<file path="src/rtl/cp0_intc.sv">
// Coprocessor-0 and interrupt controller: SR/Cause/EPC/PrID/EDGE, pending latch and priority encoder.
// Optional edge-sensitive lines, EDGE register and Cause write-1-to-clear are enabled by macro CP0_EDGE_EN.
module cp0_intc #(
    parameter int          INT_CNT = 6,
    parameter logic [31:0] PRID    = 32'h0000_4D50
) (
    input  logic               clk,
    input  logic               rst,
    input  logic [29:0]        pc,
    input  logic [31:0]        din,
    input  logic [4:0]         sel,
    input  logic               wen,
    input  logic               exl_set,
    input  logic               exl_clr,
    input  logic [INT_CNT-1:0] hw_int,
    output logic               int_req,
    output logic [2:0]         int_id,
    output logic [29:0]        epc,
    output logic [31:0]        dout
);

    localparam logic [4:0] SEL_SR    = 5'd12;
    localparam logic [4:0] SEL_CAUSE = 5'd13;
    localparam logic [4:0] SEL_EPC   = 5'd14;
    localparam logic [4:0] SEL_PRID  = 5'd15;
    localparam logic [4:0] SEL_EDGE  = 5'd16;

    // Lowest set index wins; an empty vector encodes as 0.
    function automatic logic [2:0] prio_enc(input logic [INT_CNT-1:0] v);
        logic [2:0] idx;
        idx = 3'd0;
        for (int i = INT_CNT - 1; i >= 0; i--) begin
            if (v[i]) begin
                idx = 3'(i);
            end else begin
                idx = idx;
            end
        end
        return idx;
    endfunction

    logic [INT_CNT-1:0] r_im;
    logic               r_ie;
    logic               r_exl;
    logic [INT_CNT-1:0] r_ip;
    logic [2:0]         r_intid;
    logic [29:0]        r_epc;
    logic [INT_CNT-1:0] w_ip_next;
    logic [INT_CNT-1:0] w_active;
    logic [31:0]        w_dout;
    logic               w_wr_sr;
    logic               w_wr_epc;

    assign w_wr_sr  = wen && (sel == SEL_SR);
    assign w_wr_epc = wen && (sel == SEL_EPC);
    assign w_active = r_ip & r_im;

`ifdef CP0_EDGE_EN
    logic [INT_CNT-1:0] r_edge;
    logic [INT_CNT-1:0] r_hw_q;
    logic [INT_CNT-1:0] w_w1c;
    logic [INT_CNT-1:0] w_rise;

    assign w_w1c  = (wen && (sel == SEL_CAUSE)) ? din[INT_CNT+9:10] : '0;
    assign w_rise = hw_int & ~r_hw_q;
    // Edge lines: a new rising edge beats a same-cycle clear; level lines follow the pin.
    assign w_ip_next = (r_edge & ((r_ip & ~w_w1c) | w_rise)) | (~r_edge & hw_int);

    // Edge-mode configuration and input history.
    always_ff @(posedge clk) begin
        if (rst) begin
            r_edge <= '0;
            r_hw_q <= '0;
        end else begin
            r_hw_q <= hw_int;
            if (wen && (sel == SEL_EDGE)) begin
                r_edge <= din[INT_CNT-1:0];
            end
        end
    end
`else
    assign w_ip_next = hw_int;
`endif

    // Pending state, status, cause and exception PC.
    always_ff @(posedge clk) begin
        if (rst) begin
            r_im    <= '0;
            r_ie    <= 1'b0;
            r_exl   <= 1'b0;
            r_ip    <= '0;
            r_intid <= 3'd0;
            r_epc   <= 30'd0;
        end else begin
            r_ip <= w_ip_next;
            if (w_wr_sr) begin
                r_im <= din[INT_CNT+9:10];
                r_ie <= din[0];
            end
            if (exl_set) begin
                r_exl   <= 1'b1;
                r_epc   <= pc;
                r_intid <= prio_enc(w_active);
            end else begin
                if (exl_clr) begin
                    r_exl <= 1'b0;
                end else if (w_wr_sr) begin
                    r_exl <= din[1];
                end
                if (w_wr_epc) begin
                    r_epc <= din[31:2];
                end
            end
        end
    end

    // mfc0 read mux over the current register values.
    always_comb begin
        w_dout = 32'd0;
        case (sel)
            SEL_SR: begin
                w_dout[INT_CNT+9:10] = r_im;
                w_dout[1]            = r_exl;
                w_dout[0]            = r_ie;
            end
            SEL_CAUSE: begin
                w_dout[INT_CNT+9:10] = r_ip;
                w_dout[4:2]          = r_intid;
            end
            SEL_EPC:  w_dout = {r_epc, 2'b00};
            SEL_PRID: w_dout = PRID;
`ifdef CP0_EDGE_EN
            SEL_EDGE: w_dout[INT_CNT-1:0] = r_edge;
`endif
            default:  w_dout = 32'd0;
        endcase
    end

    assign int_req = r_ie & ~r_exl & (|w_active);
    assign int_id  = prio_enc(w_active);
    assign epc     = r_epc;
    assign dout    = w_dout;

endmodule
</file>
<file path="config.mk">
export PLATFORM = sky130hd
export DESIGN_NAME = cp0_intc
export DESIGN_NICKNAME = d
export VERILOG_FILES = /design/src/rtl/cp0_intc.sv
export SDC_FILE = /design/constraint.sdc
export NUM_CORES = 1
export LEC_CHECK = 0
export CAP_MARGIN = 20
export CORE_MARGIN = 2
export CORE_UTILIZATION = 40
export CTS_CLUSTER_SIZE = 16
export DETAILED_ROUTE_END_ITERATION = 8
export GPL_TIMING_DRIVEN = 0
export PLACE_DENSITY = 0.86
export SYNTH_ARGS = -nofsm -noshare
export SYNTH_HDL_FRONTEND = slang
export SYNTH_SLANG_ARGS = --single-unit
</file>
<file path="constraint.sdc">
create_clock -name clk -period 3.63 [get_ports clk]
set_clock_uncertainty 0.1 [all_clocks]
set_input_delay 0.9075 -clock clk [delete_from_list [all_inputs] [get_ports clk]]
set_output_delay 0.9075 -clock clk [all_outputs]
set_load 0.01 [all_outputs]
</file>
==> flow_metrics.env <==
export IMPL_tns_ps=0
export IMPL_finalCritPeriodShare_pct=98.3
export IMPL_arrival_ps=2560
export IMPL_yosysMostFrequentCell="nor3_1"
export IMPL_synth_async_sr_flop_share_pct=0
export IMPL_reg2reg_from="r_im[4]"
export IMPL_hold_buffers=0
export IMPL_fmax_ghz=0.280
export IMPL_outcome="completed"
export IMPL_ys_flop_type="dfxtp_1"
export IMPL_drt_initial_drc_count=193
export IMPL_hpwlAfterDp_um=6660
export IMPL_cap_viol_max_count=0
export IMPL_worstRegToRegCells=4
export IMPL_grtUsageTotal_pct=26.9
export IMPL_yosysTopAreaCell="dfxtp_1"
export IMPL_min_from="r_intid[2]"
export IMPL_whs_path_depth=2
export IMPL_crit_path_max_fanout=12
export IMPL_grt_pass1_wl_um=13400
export IMPL_grt_max_degree=16
export IMPL_finalPower_uw=1220
export IMPL_grt_pass1_vias=2730
export IMPL_p_leak_uw=0.00159
export IMPL_cts_tree="yes"
export IMPL_hold_viol=0
export IMPL_io_pins=144
export IMPL_yosysWarnings=0
export IMPL_synth_edff_count=0
export IMPL_syn_nets=384
export IMPL_period_needed_ps=3570
export IMPL_vias=2941
export IMPL_initial_core_util_pct=42.1
export IMPL_diodes=0
export IMPL_rows=27
export IMPL_place_gp_congestion=0.980
export IMPL_numCtsBuffers=5
export IMPL_cp_start_kind="primary input"
export IMPL_worstMarginPinSlew_ps=589
export IMPL_ys_ff_latch=47
export IMPL_clock_sinks=47
export IMPL_slew_viol_final=0
export IMPL_placed_cells_incl_taps=520
export IMPL_clock_latency_ps=310
export IMPL_peakVddDrop_v=0.000195
export IMPL_relSlewSlack_pct=60.7
export IMPL_worstSetupEndpointType="output pin"
export IMPL_avgSynthCellArea_um2=7.67
export IMPL_min_to="r_intid[2]"
export IMPL_yosysTopAreaCellShare_pct=40.1
export IMPL_r2r_end="r_intid[0]"
export IMPL_finalSetupViolations=0
export IMPL_grt_overflow=0
export IMPL_htreeDepth=2
export IMPL_synthTopCellsByArea="dfxtp_1 40%, nor3_1 13%, nor2_1 8.5%"
export IMPL_drive_gt1_share_pct=5.26
export IMPL_ys_types=30
export IMPL_required_ps=2620
export IMPL_wl_per_cell_um=16.7
export IMPL_die_w_um=80.6
export IMPL_p_per_area_nw_per_um2=306
export IMPL_worstSetupPathType="in2out"
export IMPL_layout_nets=533
export IMPL_netlist_top_cells_count="60 x nor3_1, 53 x nor2_1, 47 x dfxtp_1"
export IMPL_dieArea_um2=6500
export IMPL_clockBufferDepth=2
export IMPL_clk_pin_slew_ps=80
export IMPL_syn_inst=306
export IMPL_yosysSeqAreaShare_pct=40.1
export IMPL_first_pass_iters=4
export IMPL_antenna_found_initial=0
export IMPL_io_buffers=142
export IMPL_cts_root_buffer="clkbuf_8"
export IMPL_coreArea_um2=5570
export IMPL_syn_to_final_growth_pct=70.0
export IMPL_r2r_slack_ps=2330
export IMPL_drc=0
export IMPL_via_per_inst=5.57
export IMPL_syn_area_um2=2350
export IMPL_whs_ps=381
export IMPL_stdcell_count=528
export IMPL_die_y_um=80.6
export IMPL_hold_path_class="reg2reg"
export IMPL_rsz0062_at_grt="no"
export IMPL_ant_nets=0
export IMPL_drt_wl_total_um=8830
-- cell families after synthesis --
logic type             share of synthesized area, %
AND/OR/NAND/NOR                                42.4
flip-flops                                     40.1
buffers and inverters                          5.70
AO/OA/AOI/OAI                                  5.65
multiplexers                                   6.13
-- cells in the final DEF, fill, tap and decap left out, types with 2 or more instances in the layout --
cell type | Yosys | routed
buf_2 | 5 | 5
and3_1 | 20 | 20
nand2b_1 | 2 | 2
o21ai_0 | 2 | 2
clkdlybuf4s50_1 | 0 | 138
a22oi_1 | 4 | 4
buf_4 | 0 | 2
mux2i_1 | 11 | 11
nor2b_1 | 9 | 8
nand3_1 | 2 | 2
nor4b_1 | 2 | 2
nand3b_1 | 3 | 3
o22ai_1 | 3 | 3
nand2_1 | 7 | 7
clkbuf_8 | 0 | 5
nor2_1 | 53 | 53
dfxtp_1 | 47 | 47
inv_1 | 2 | 2
clkbuf_1 | 23 | 18
nor4_1 | 30 | 30
dlymetal6s2s_1 | 0 | 2
mux2_2 | 3 | 3
dlygate4sd2_1 | 0 | 2
a21oi_1 | 8 | 8
clkbuf_2 | 0 | 3
nor3_1 | 60 | 60
-- critical path, stage by stage --
cell	delay, ps
clkdlybuf4s50_1	410
and4bb_4	360
buf_4	170
and3_1	160
clkdlybuf4s50_1	540
-- how the worst max path moves through the flow --
| stage | startpoint | to | cells after the start |
|---|---|---|---|
| 2_1_floorplan | sel[1] | dout[4] | 5 |
| 3_3_place_gp | sel[0] | dout[7] | 6 |
| 3_5_place_dp | sel[0] | dout[7] | 6 |
| 4_1_cts | sel[4] | dout[7] | 5 |
| 5_1_grt | sel[4] | dout[16] | 5 |
| 6_report | sel[4] | dout[31] | 5 |
-- per-layer routing --
metal	wire (um)	vias up	share of wire (%)	track usage, %
met5	0	-	0	0
met2	4350	132	49	46.3
met3	612	18	6.9	5.17
met1	3660	1391	41	33.9
met4	199	0	2.3	8.14
li1	-	1400	-	-
-- state kept, by name (all words and copies together) (netlist names) --
register  cells
r_ip          6
r_intid       3
r_ie          1
r_im          6
r_exl         1
epc          30
-- per-stage QoR --
stage,area [um2],setup slack [ps],util [%]
4_1_cts,3990,30.6,71.5
6_report,3990,60.4,71.6
2_1_floorplan,2350,727,-
3_3_place_gp,3860,-623,69.2
3_5_place_dp,3860,-670,69.2
5_1_grt,3990,13.6,71.6
-- cell type report --
class	count	area, um2
clock buffer	5	68.8
clock inverter	3	43.8
multi-input combinational	227	1280
tap	72	90.1
sequential	47	941
fill	445	1580
timing repair buffer	143	1430
buffer	29	130
inverter	2	7.51
-- power breakdown --
part,leakage (uW),switching (uW),internal (uW)
sequential,0.000389,22.3,545
clock,0.0000581,182,205
combinational,0.00114,109,158
total,0.00159,314,908
-- timing repair --
item / 4_1_cts / 5_1_grt
pin swaps: 1 / 0
gates resized for setup: 9 / 3
setup endpoints to repair: 28 / 3
buffers inserted: 1 / 0
Note: power is estimated with default switching activity, not from simulation.
